[config.mk]
export PLATFORM = sky130hd
export DESIGN_NAME = ssdisp_scan
export DESIGN_NICKNAME = d
export VERILOG_FILES = /design/src/rtl/ssdisp_pkg.sv /design/src/rtl/ssdisp_scan_ssdec.sv /design/src/rtl/ssdisp_scan.sv
export SDC_FILE = /design/constraint.sdc
export NUM_CORES = 1
export LEC_CHECK = 0
export ABC_AREA = 0
export BUFFER_PORTS_ARGS = -buffer_cell sky130_fd_sc_hd__buf_2
export CORE_ASPECT_RATIO = 1.75
export CORE_UTILIZATION = 45
export DETAILED_ROUTE_END_ITERATION = 10
export PLACE_DENSITY_LB_ADDON = 0.25
export SLEW_MARGIN = 10
export SYNTH_ARGS = -nofsm -noshare
export SYNTH_HDL_FRONTEND = slang
export SYNTH_SLANG_ARGS = --single-unit
[constraint.sdc]
create_clock -name hz100 -period 5.6 [get_ports hz100]
set_input_delay 0.28 -clock hz100 [delete_from_list [all_inputs] [get_ports hz100]]
set_output_delay 0.28 -clock hz100 [all_outputs]
set_load 0.1 [all_outputs]
[src/rtl/ssdisp_pkg.sv]
// ssdisp_pkg
// Shared constants and types for the seven-segment scan controller.
//   SEG_BLANK            : segment pattern for a dark digit (gfedcba).
//   DWELL_DEFAULT        : default clock cycles each digit is held.
//   BLINK_FRAMES_DEFAULT : default full frames per blink half-period.
//   nibble_t             : one hex digit.
package ssdisp_pkg;

    localparam logic [6:0] SEG_BLANK            = 7'b0000000;
    localparam int         DWELL_DEFAULT        = 100;
    localparam int         BLINK_FRAMES_DEFAULT = 25;

    typedef logic [3:0] nibble_t;

endpackage

[src/rtl/ssdisp_scan_ssdec.sv]
// ssdec
// Combinational hex-to-seven-segment decoder, common-cathode (1 = segment lit).
// Ports:
//   in     : hex nibble to display.
//   enable : 0 forces a blank digit.
//   seg    : segment pattern, bit order gfedcba.
module ssdec
    import ssdisp_pkg::*;
(
    input  nibble_t    in,
    input  logic       enable,
    output logic [6:0] seg
);

    always_comb begin
        seg = SEG_BLANK;
        if (enable) begin
            case (in)
                4'h0: seg = 7'b0111111;
                4'h1: seg = 7'b0000110;
                4'h2: seg = 7'b1011011;
                4'h3: seg = 7'b1001111;
                4'h4: seg = 7'b1100110;
                4'h5: seg = 7'b1101101;
                4'h6: seg = 7'b1111101;
                4'h7: seg = 7'b0000111;
                4'h8: seg = 7'b1111111;
                4'h9: seg = 7'b1101111;
                4'hA: seg = 7'b1110111;
                4'hB: seg = 7'b1111100;
                4'hC: seg = 7'b0111001;
                4'hD: seg = 7'b1011110;
                4'hE: seg = 7'b1111001;
                4'hF: seg = 7'b1110001;
            endcase
        end
    end

endmodule

[src/rtl/ssdisp_scan.sv]
// ssdisp_scan
// Time-multiplexed scan controller: one shared ssdec drives NDIGITS
// common-cathode digits, one digit per DWELL cycles. The display image is
// double-buffered and new images take effect only at frame boundaries.
// Ports:
//   hz100       : system clock.
//   reset       : asynchronous, active-high reset.
//   load        : one-cycle strobe capturing value/en_mask/blink_mask.
//   value       : nibble i is the glyph for digit i.
//   en_mask     : bit i = 1 shows digit i.
//   blink_mask  : bit i = 1 makes digit i blink.
//   seg         : registered segment drive (gfedcba).
//   an          : registered one-hot digit select.
//   pending     : a loaded image is waiting for the next frame boundary.
//   frame_start : registered pulse, high the cycle an returns to digit 0.
module ssdisp_scan
    import ssdisp_pkg::*;
#(
    parameter int NDIGITS      = 8,
    parameter int DWELL        = DWELL_DEFAULT,
    parameter int BLINK_FRAMES = BLINK_FRAMES_DEFAULT
) (
    input  logic                 hz100,
    input  logic                 reset,
    input  logic                 load,
    input  logic [4*NDIGITS-1:0] value,
    input  logic [NDIGITS-1:0]   en_mask,
    input  logic [NDIGITS-1:0]   blink_mask,
    output logic [6:0]           seg,
    output logic [NDIGITS-1:0]   an,
    output logic                 pending,
    output logic                 frame_start
);

    localparam int PW = $clog2(DWELL);
    localparam int DW = $clog2(NDIGITS);
    localparam int FW = (BLINK_FRAMES > 1) ? $clog2(BLINK_FRAMES) : 1;

    logic [PW-1:0]        pre;
    logic [DW-1:0]        dig;
    logic [FW-1:0]        fcnt;
    logic                 bph;

    logic [4*NDIGITS-1:0] act_val;
    logic [NDIGITS-1:0]   act_en;
    logic [NDIGITS-1:0]   act_bl;
    logic [4*NDIGITS-1:0] pnd_val;
    logic [NDIGITS-1:0]   pnd_en;
    logic [NDIGITS-1:0]   pnd_bl;

    logic                 dig_end;
    logic                 boundary;
    nibble_t              dec_in;
    logic                 dec_en;
    logic [6:0]           dec_seg;

    assign dig_end  = (pre == PW'(DWELL - 1));
    assign boundary = dig_end && (dig == DW'(NDIGITS - 1));

    assign dec_in = act_val[{dig, 2'b00} +: 4];
    assign dec_en = act_en[dig] & ~(bph & act_bl[dig]);

    ssdec u_ssdec (
        .in     (dec_in),
        .enable (dec_en),
        .seg    (dec_seg)
    );

    always_ff @(posedge hz100 or posedge reset) begin
        if (reset) begin
            pre         <= '0;
            dig         <= '0;
            fcnt        <= '0;
            bph         <= 1'b0;
            act_val     <= '0;
            act_en      <= '0;
            act_bl      <= '0;
            pnd_val     <= '0;
            pnd_en      <= '0;
            pnd_bl      <= '0;
            pending     <= 1'b0;
            seg         <= SEG_BLANK;
            an          <= '0;
            frame_start <= 1'b0;
        end else begin
            pre <= dig_end ? '0 : pre + PW'(1);
            if (dig_end) begin
                dig <= (dig == DW'(NDIGITS - 1)) ? '0 : dig + DW'(1);
            end

            if (boundary) begin
                if (fcnt == FW'(BLINK_FRAMES - 1)) begin
                    fcnt <= '0;
                    bph  <= ~bph;
                end else begin
                    fcnt <= fcnt + FW'(1);
                end
            end

            // A load landing on the boundary goes straight to the active
            // image; it is newer than anything still sitting in pending.
            if (load && boundary) begin
                act_val <= value;
                act_en  <= en_mask;
                act_bl  <= blink_mask;
                pending <= 1'b0;
            end else if (boundary && pending) begin
                act_val <= pnd_val;
                act_en  <= pnd_en;
                act_bl  <= pnd_bl;
                pending <= 1'b0;
            end else if (load) begin
                pnd_val <= value;
                pnd_en  <= en_mask;
                pnd_bl  <= blink_mask;
                pending <= 1'b1;
            end

            seg         <= dec_seg;
            an          <= NDIGITS'(1) << dig;
            frame_start <= (pre == '0) && (dig == '0);
        end
    end

endmodule

==> impl_metrics.json, run 1 <==
{
  "min_period_over_period_pct": 52.6,
  "multi_input_area_um2": 2530,
  "rsz0062_at_grt": "no",
  "finalHoldWorstSlack_ns": -0.00621,
  "holdCritPathClass": "in -> async",
  "avgSynthCellArea_um2": 11.9,
  "r2r_slack_ns": 2.65,
  "die_width_um": 88.9,
  "ctsHoldBuffers": 0,
  "firstDrtPassIters": 5,
  "grt_pass1_wl_um": 20500,
  "first_global_vias": 4231,
  "wl_per_cell_um": 16.4,
  "worst-path-buf-inv": 1,
  "initial_utilization_pct": 46.0,
  "start_kind": "flop",
  "status": "finished, violations left",
  "pwr-share-seq_pct": 43.8,
  "insertion_delay_ns": 0.41,
  "setup_tns_ns": 0,
  "cts_resized": 0,
  "cts.path.max_buffers": 2,
  "synth_seq_area_share_pct": 54.2,
  "clock_power_share_pct": 48.1,
  "required_ns": 5.88,
  "reg2regPathDepth": 6,
  "setup_violations": 0,
  "internal_power_mw": 1.77,
  "syn_to_final_growth_pct": 17.6,
  "fmax_mhz": 339,
  "seq_area_um2": 3230,
  "cp_max_fo": 48,
  "power.switching_mw": 0.544,
  "drt_iter0_markers": 285,
  "clock-sinks": 129,
  "via_per_inst": 5.55,
  "synth_seq_cells": 129,
  "die-area_um2": 13700,
  "worst_setup_path_end_kind": "flop",
  "combPwrFrac_pct": 8.1,
  "fin_worst_skew_ns": 0.0117,
  "worstSetupPathType": "reg -> reg",
  "grt-ovfl-total": 0,
  "critPathMaxStageDelay_ns": 0.97,
  "routed_wl_um": 12200,
  "synth_cell_type_count": 50,
  "numCtsBuffers": 17,
  "violations": "hold timing",
  "grt_usage_pct": 19.6,
  "postCtsSetupBuffers": 0,
  "cpMostUsedCell": "ha_1",
  "synth-edff-count": 0,
  "clk_pin_slew_worst_paths_ns": 0.06,
  "num_vias": 4127,
  "dpl.hpwl_um": 8020,
  "postRouteAntennaNets": 0,
  "async_reset_ff_share_pct": 100,
  "crit_chain": "ha_1 > ha_1 > and3_1 > nor2_4 > buf_4 > mux2_1",
  "slew_headroom_pct": 30.7,
  "rows": 55,
  "hold_viol": 8,
  "critPathSlowestCell": "dfrtp_1",
  "swShare_pct": 23.5,
  "timing.rr.start": "dig[0]",
  "dp.cells": 711,
  "gp_congestion": 0.757,
  "slew_violations": 0,
  "antenna_found_initial": 0,
  "ios": 68,
  "final_layout_size_suffix_gt1_share_pct": 23.8,
  "fillCellCount": 1165,
  "fp.dieH_um": 154,
  "startpoint": "dig[0]",
  "core_um2": 12900,
  "drc": 0,
  "worstPathArrival_ns": 3.23,
  "synthFlopType": "dfrtp_1",
  "final_cells": 743,
  "place.port_buffers": 67,
  "syn_area_um2": 5950,
  "grt_max_degree": 72,
  "regToRegEndpoint": "pnd_val[2]",
  "tightest_slew_ns": 1.04,
  "nNetsFinal": 626,
  "synth_fp_nets": 568,
  "fin_crit_ns": 2.95,
  "yosysWarnings": 0,
  "power.density_nw_per_um2": 330,
  "max-cap-violations": 0,
  "diodes": 0,
  "clock-root-buffer": "clkbuf_16",
  "cp_top_family": "flip-flops",
  "power.leakage_nw": 3.21,
  "h-tree-depth": 4,
  "ir_worst_vdd_uv": 183,
  "cts_tree": "done",
  "synthesis.instances": 501
}
[cells in the final DEF, fill, tap and decap left out, types with 3 or more instances in the layout]
cell	count
o21ai_1	42
mux2i_1	4
dfrtp_1	129
ha_1	16
or3_1	3
mux2_1	50
a221oi_2	4
and2_1	4
o22ai_1	8
buf_4	5
nand3_1	8
nor2_1	9
xnor2_1	4
buf_2	67
clkinv_4	4
o21ai_0	10
a22oi_1	45
nand2_1	58
inv_1	9
and3_1	4
a21oi_1	9
clkinv_2	5
bufinv_16	3
nor2b_1	7
clkbuf_16	17
mux4_2	10
[through the flow]
| step | setup slack (ns) | cell area (µm²) | hold WS (ns) | util [%] | power (mW) |
|---|---|---|---|---|---|
| 2_1_floorplan | 1.88 | 5950 | 0.415 | - | 1.16 |
| 3_3_place_gp | 2.68 | 6400 | 0.445 | 49.4 | 1.21 |
| 3_5_place_dp | 2.60 | 6400 | 0.460 | 49.4 | 1.22 |
| 4_1_cts | 2.59 | 7000 | 0.0215 | 54.1 | 2.34 |
| 5_1_grt | 2.35 | 7000 | 0.0568 | 54.1 | 2.40 |
| 6_report | 2.65 | 7000 | -0.00621 | 54.1 | 2.31 |
[sequential cells by signal (all words and copies together), names as in the netlist]
signal       count
seg              7
pnd_en           8
pnd_val         32
pending          1
act_en           8
act_val         32
pre              7
act_bl           8
fcnt             5
frame_start      1
dig              3
pnd_bl           8
bph              1
an               8
[cells in the mapped netlist (2+ instances only)]
cell	number	area share, %
ha_1	16	3.4
nand3_1	8	0.67
nand2_1	58	3.7
a22oi_1	45	5.7
a221oi_2	4	1.0
xnor2_1	4	0.59
a21oi_1	9	0.76
o21ai_0	10	0.84
or3_1	3	0.32
o211ai_1	2	0.25
buf_2	8	0.67
and2_1	4	0.42
nor3_1	2	0.17
mux4_2	10	3.8
dfrtp_1	129	54
o22ai_1	8	0.84
and3_1	4	0.42
inv_2	2	0.13
inv_1	10	0.63
nor2_1	10	0.63
mux2i_1	4	0.67
nor2b_1	8	0.84
clkbuf_1	21	1.3
o21ai_1	43	3.6
buf_6	4	0.76
mux2_4	2	0.50
mux2_1	50	9.5
[final cells by class]
| class | instances | area share, % |
|---|---|---|
| Sequential cell | 129 | 46.1 |
| Multi-Input combinational cell | 326 | 36.2 |
| Timing Repair Buffer | 72 | 5.33 |
| Clock inverter | 14 | 2.36 |
| Inverter | 13 | 0.733 |
| Clock buffer | 18 | 6.27 |
| Tap cell | 171 | 3.06 |
[logic make-up after synthesis]
group,share of synthesized area (%)
AO/OA/AOI/OAI,14.8
buffers and inverters,3.57
AND/OR/NAND/NOR,8.49
multiplexers,15.0
flip-flops,54.2
XOR/XNOR,0.588
adder cells (fa/ha/maj),3.36
[layer usage]
layer | up-vias | wire [µm] | global-route usage (%)
met3 | 15 | 417 | 3.92
met2 | 97 | 6660 | 34.0
met1 | 2087 | 4960 | 23.8
li1 | 1928 | - | -
met5 | - | 0 | 0
met4 | 0 | 169 | 6.80
[power by group through the flow]
stage / Clock (mW) / Sequential (mW) / Combinational, mW
after floorplan: 0 / 1.04 / 0.116
after global placement: 0 / 1.03 / 0.185
after detailed placement: 0 / 1.03 / 0.191
after CTS: 1.13 / 1.01 / 0.192
after global routing: 1.17 / 1.02 / 0.208
final: 1.11 / 1.01 / 0.187
[how the worst max path moves through the flow]
stage | depth (start not counted) | to
floorplan | 1 | act_bl[0]
global placement | 7 | seg[3]
detailed placement | 6 | pnd_en[7]
CTS | 6 | pnd_val[2]
global route | 6 | pnd_val[23]
finish | 6 | pnd_val[2]
(Power assumes the default switching activity.)
==> inputs of run 2 (changes only) <==
==> constraint.sdc (replaced) <==
create_clock -name hz100 -period 2.6 [get_ports hz100]
set_input_delay 0.13 -clock hz100 [delete_from_list [all_inputs] [get_ports hz100]]
set_output_delay 0.13 -clock hz100 [all_outputs]
set_load 0.1 [all_outputs]
==> impl_metrics.json, run 2 (synthesis results as in run 1) <==
{
  "wl_per_cell_um": 15.6,
  "design_area_um2": 7600,
  "critPathSlowestCell": "mux4_2",
  "diodes": 0,
  "h-tree-depth": 4,
  "grt_max_degree": 49,
  "required_ns": 2.93,
  "fin_crit_ns": 2.35,
  "setup_violations": 0,
  "clock_power_share_pct": 48.2,
  "worstSetupPathType": "reg -> reg",
  "fin_worst_skew_ns": 0.00837,
  "fillCellCount": 1089,
  "setup_tns_ns": 0,
  "status": "finished, final reports clean",
  "numCtsBuffers": 17,
  "grt_usage_pct": 20.4,
  "cp_max_fo": 7,
  "holdCritPathClass": "in -> reg",
  "critPathMaxStageDelay_ns": 0.55,
  "cts_tree": "done",
  "worstPathArrival_ns": 2.67,
  "initial_utilization_pct": 46.0,
  "power.density_nw_per_um2": 674,
  "pwr-share-seq_pct": 42.6,
  "power.leakage_nw": 3.46,
  "clk_pin_slew_worst_paths_ns": 0.06,
  "tightest_slew_ns": 0.855,
  "place.port_buffers": 67,
  "seq_area_um2": 3230,
  "worst_setup_path_end_kind": "flop",
  "drt_iter0_markers": 273,
  "min_period_over_period_pct": 90.3,
  "antenna_found_initial": 0,
  "slew_headroom_pct": 42.9,
  "nNetsFinal": 684,
  "postCtsSetupBuffers": 0,
  "firstDrtPassIters": 4,
  "rows": 55,
  "clock-sinks": 129,
  "core_um2": 12900,
  "multi_input_area_um2": 2530,
  "timing.rr.start": "dig[0]",
  "start_kind": "flop",
  "fmax_mhz": 426,
  "fp.dieH_um": 154,
  "startpoint": "dig[0]",
  "wl_met2_um": 6710,
  "syn_to_final_growth_pct": 27.7,
  "ir_worst_vdd_uv": 526,
  "top_layer": "met4",
  "die_width_um": 88.9,
  "swShare_pct": 22.2,
  "dpl.hpwl_um": 8570,
  "cts.path.max_buffers": 2,
  "drc": 0,
  "combPwrFrac_pct": 9.2,
  "power.switching_mw": 1.14,
  "postPlaceCellArea_um2": 6500,
  "cpMostUsedCell": "a21oi_1",
  "internal_power_mw": 3.98,
  "grt_pass1_wl_um": 21300,
  "cts_resized": 0,
  "grt-ovfl-total": 0,
  "via_per_inst": 5.38,
  "final_layout_size_suffix_gt1_share_pct": 22.6,
  "finalPower_mw": 5.12,
  "num_vias": 4302,
  "hold_viol": 0,
  "top_regs": "act_val x32, pnd_val x32",
  "clock-root-buffer": "clkbuf_16",
  "ios": 68,
  "max-cap-violations": 0,
  "rsz0062_at_grt": "no",
  "crit_chain": "mux4_2 > mux2_4 > ha_1 > inv_1 > a21oi_1 > a211o_1 > a21oi_1",
  "wl_met3_um": 334,
  "die-area_um2": 13700,
  "ctsHoldBuffers": 49,
  "routed_wl_um": 12500,
  "wl_met1_um": 5200,
  "insertion_delay_ns": 0.41,
  "slew_violations": 0,
  "first_global_vias": 4386,
  "hold_start": "load",
  "layout_commonest_cell": "dfrtp_1",
  "gp_congestion": 0.792,
  "mostFrequentLayoutCells": "129 x dfrtp_1, 67 x buf_2, 58 x nand2_1",
  "finalHoldWorstSlack_ns": 0.0953,
  "postRouteAntennaNets": 0
}
## run 2: changes by cell type in the layout (fill, tap and decap cells not counted), sizes merged
cell	delta
bufinv	+1
buf	+9
clkinv	-6
dlygate4sd3	+49
clkinvlp	+1
clkbuf	+2
## run 2: power by group through the flow
stage	sequential [mW]	clock, mW	combinational (mW)
5_1_grt	2.20	2.59	0.526
3_5_place_dp	2.22	0	0.422
3_3_place_gp	2.21	0	0.409
2_1_floorplan	2.25	0	0.250
6_report	2.18	2.47	0.473
4_1_cts	2.18	2.51	0.481
## run 2: final timing paths
| path | endpoint | slack, ns | depth (start not counted) |
|---|---|---|---|
| max | seg[3] | 0.25 | 7 |
| min reg2reg | act_val[27] | 0.48 | 2 |
| max in group asynchronous | act_bl[4] | 1.37 | 4 |
| max reg2reg | seg[3] | 0.25 | 7 |
| min in group asynchronous | pending | 0.44 | 3 |
| min | act_val[16] | 0.1 | 3 |
## run 2: per-stage QoR
step | util, % | std cells | setup WS [ns]
finish | 58.8 | 799 | 0.252
global route | 58.8 | 799 | 0.104
CTS | 58.8 | 799 | 0.224
detailed placement | 50.2 | 720 | 0.233
global placement | 50.2 | 720 | 0.343
floorplan | - | 501 | 0.273
## run 2: worst max-delay path: cells and delay by family (launching register included)
family | cells | cell delay [ns]
mux | 2 | 0.88
buf+inv | 1 | 0.13
fa+ha+maj | 1 | 0.26
flops | 1 | 0.53
compound gates | 3 | 0.47
## run 2: metal layers
layer | vias to the layer above | track usage [%]
li1 | 2043 | -
met1 | 2154 | 25.4
met2 | 88 | 34.1
met3 | 17 | 4.08
met4 | 0 | 8.09
met5 | - | 0
## run 2: area by class of cell
type | instances | area share, %
timing repair buffer | 130 | 12.7
clock buffer | 20 | 6.01
tap | 171 | 2.81
clock inverter | 10 | 2.09
multi-input combinational | 326 | 33.2
sequential | 129 | 42.4
inverter | 13 | 0.691
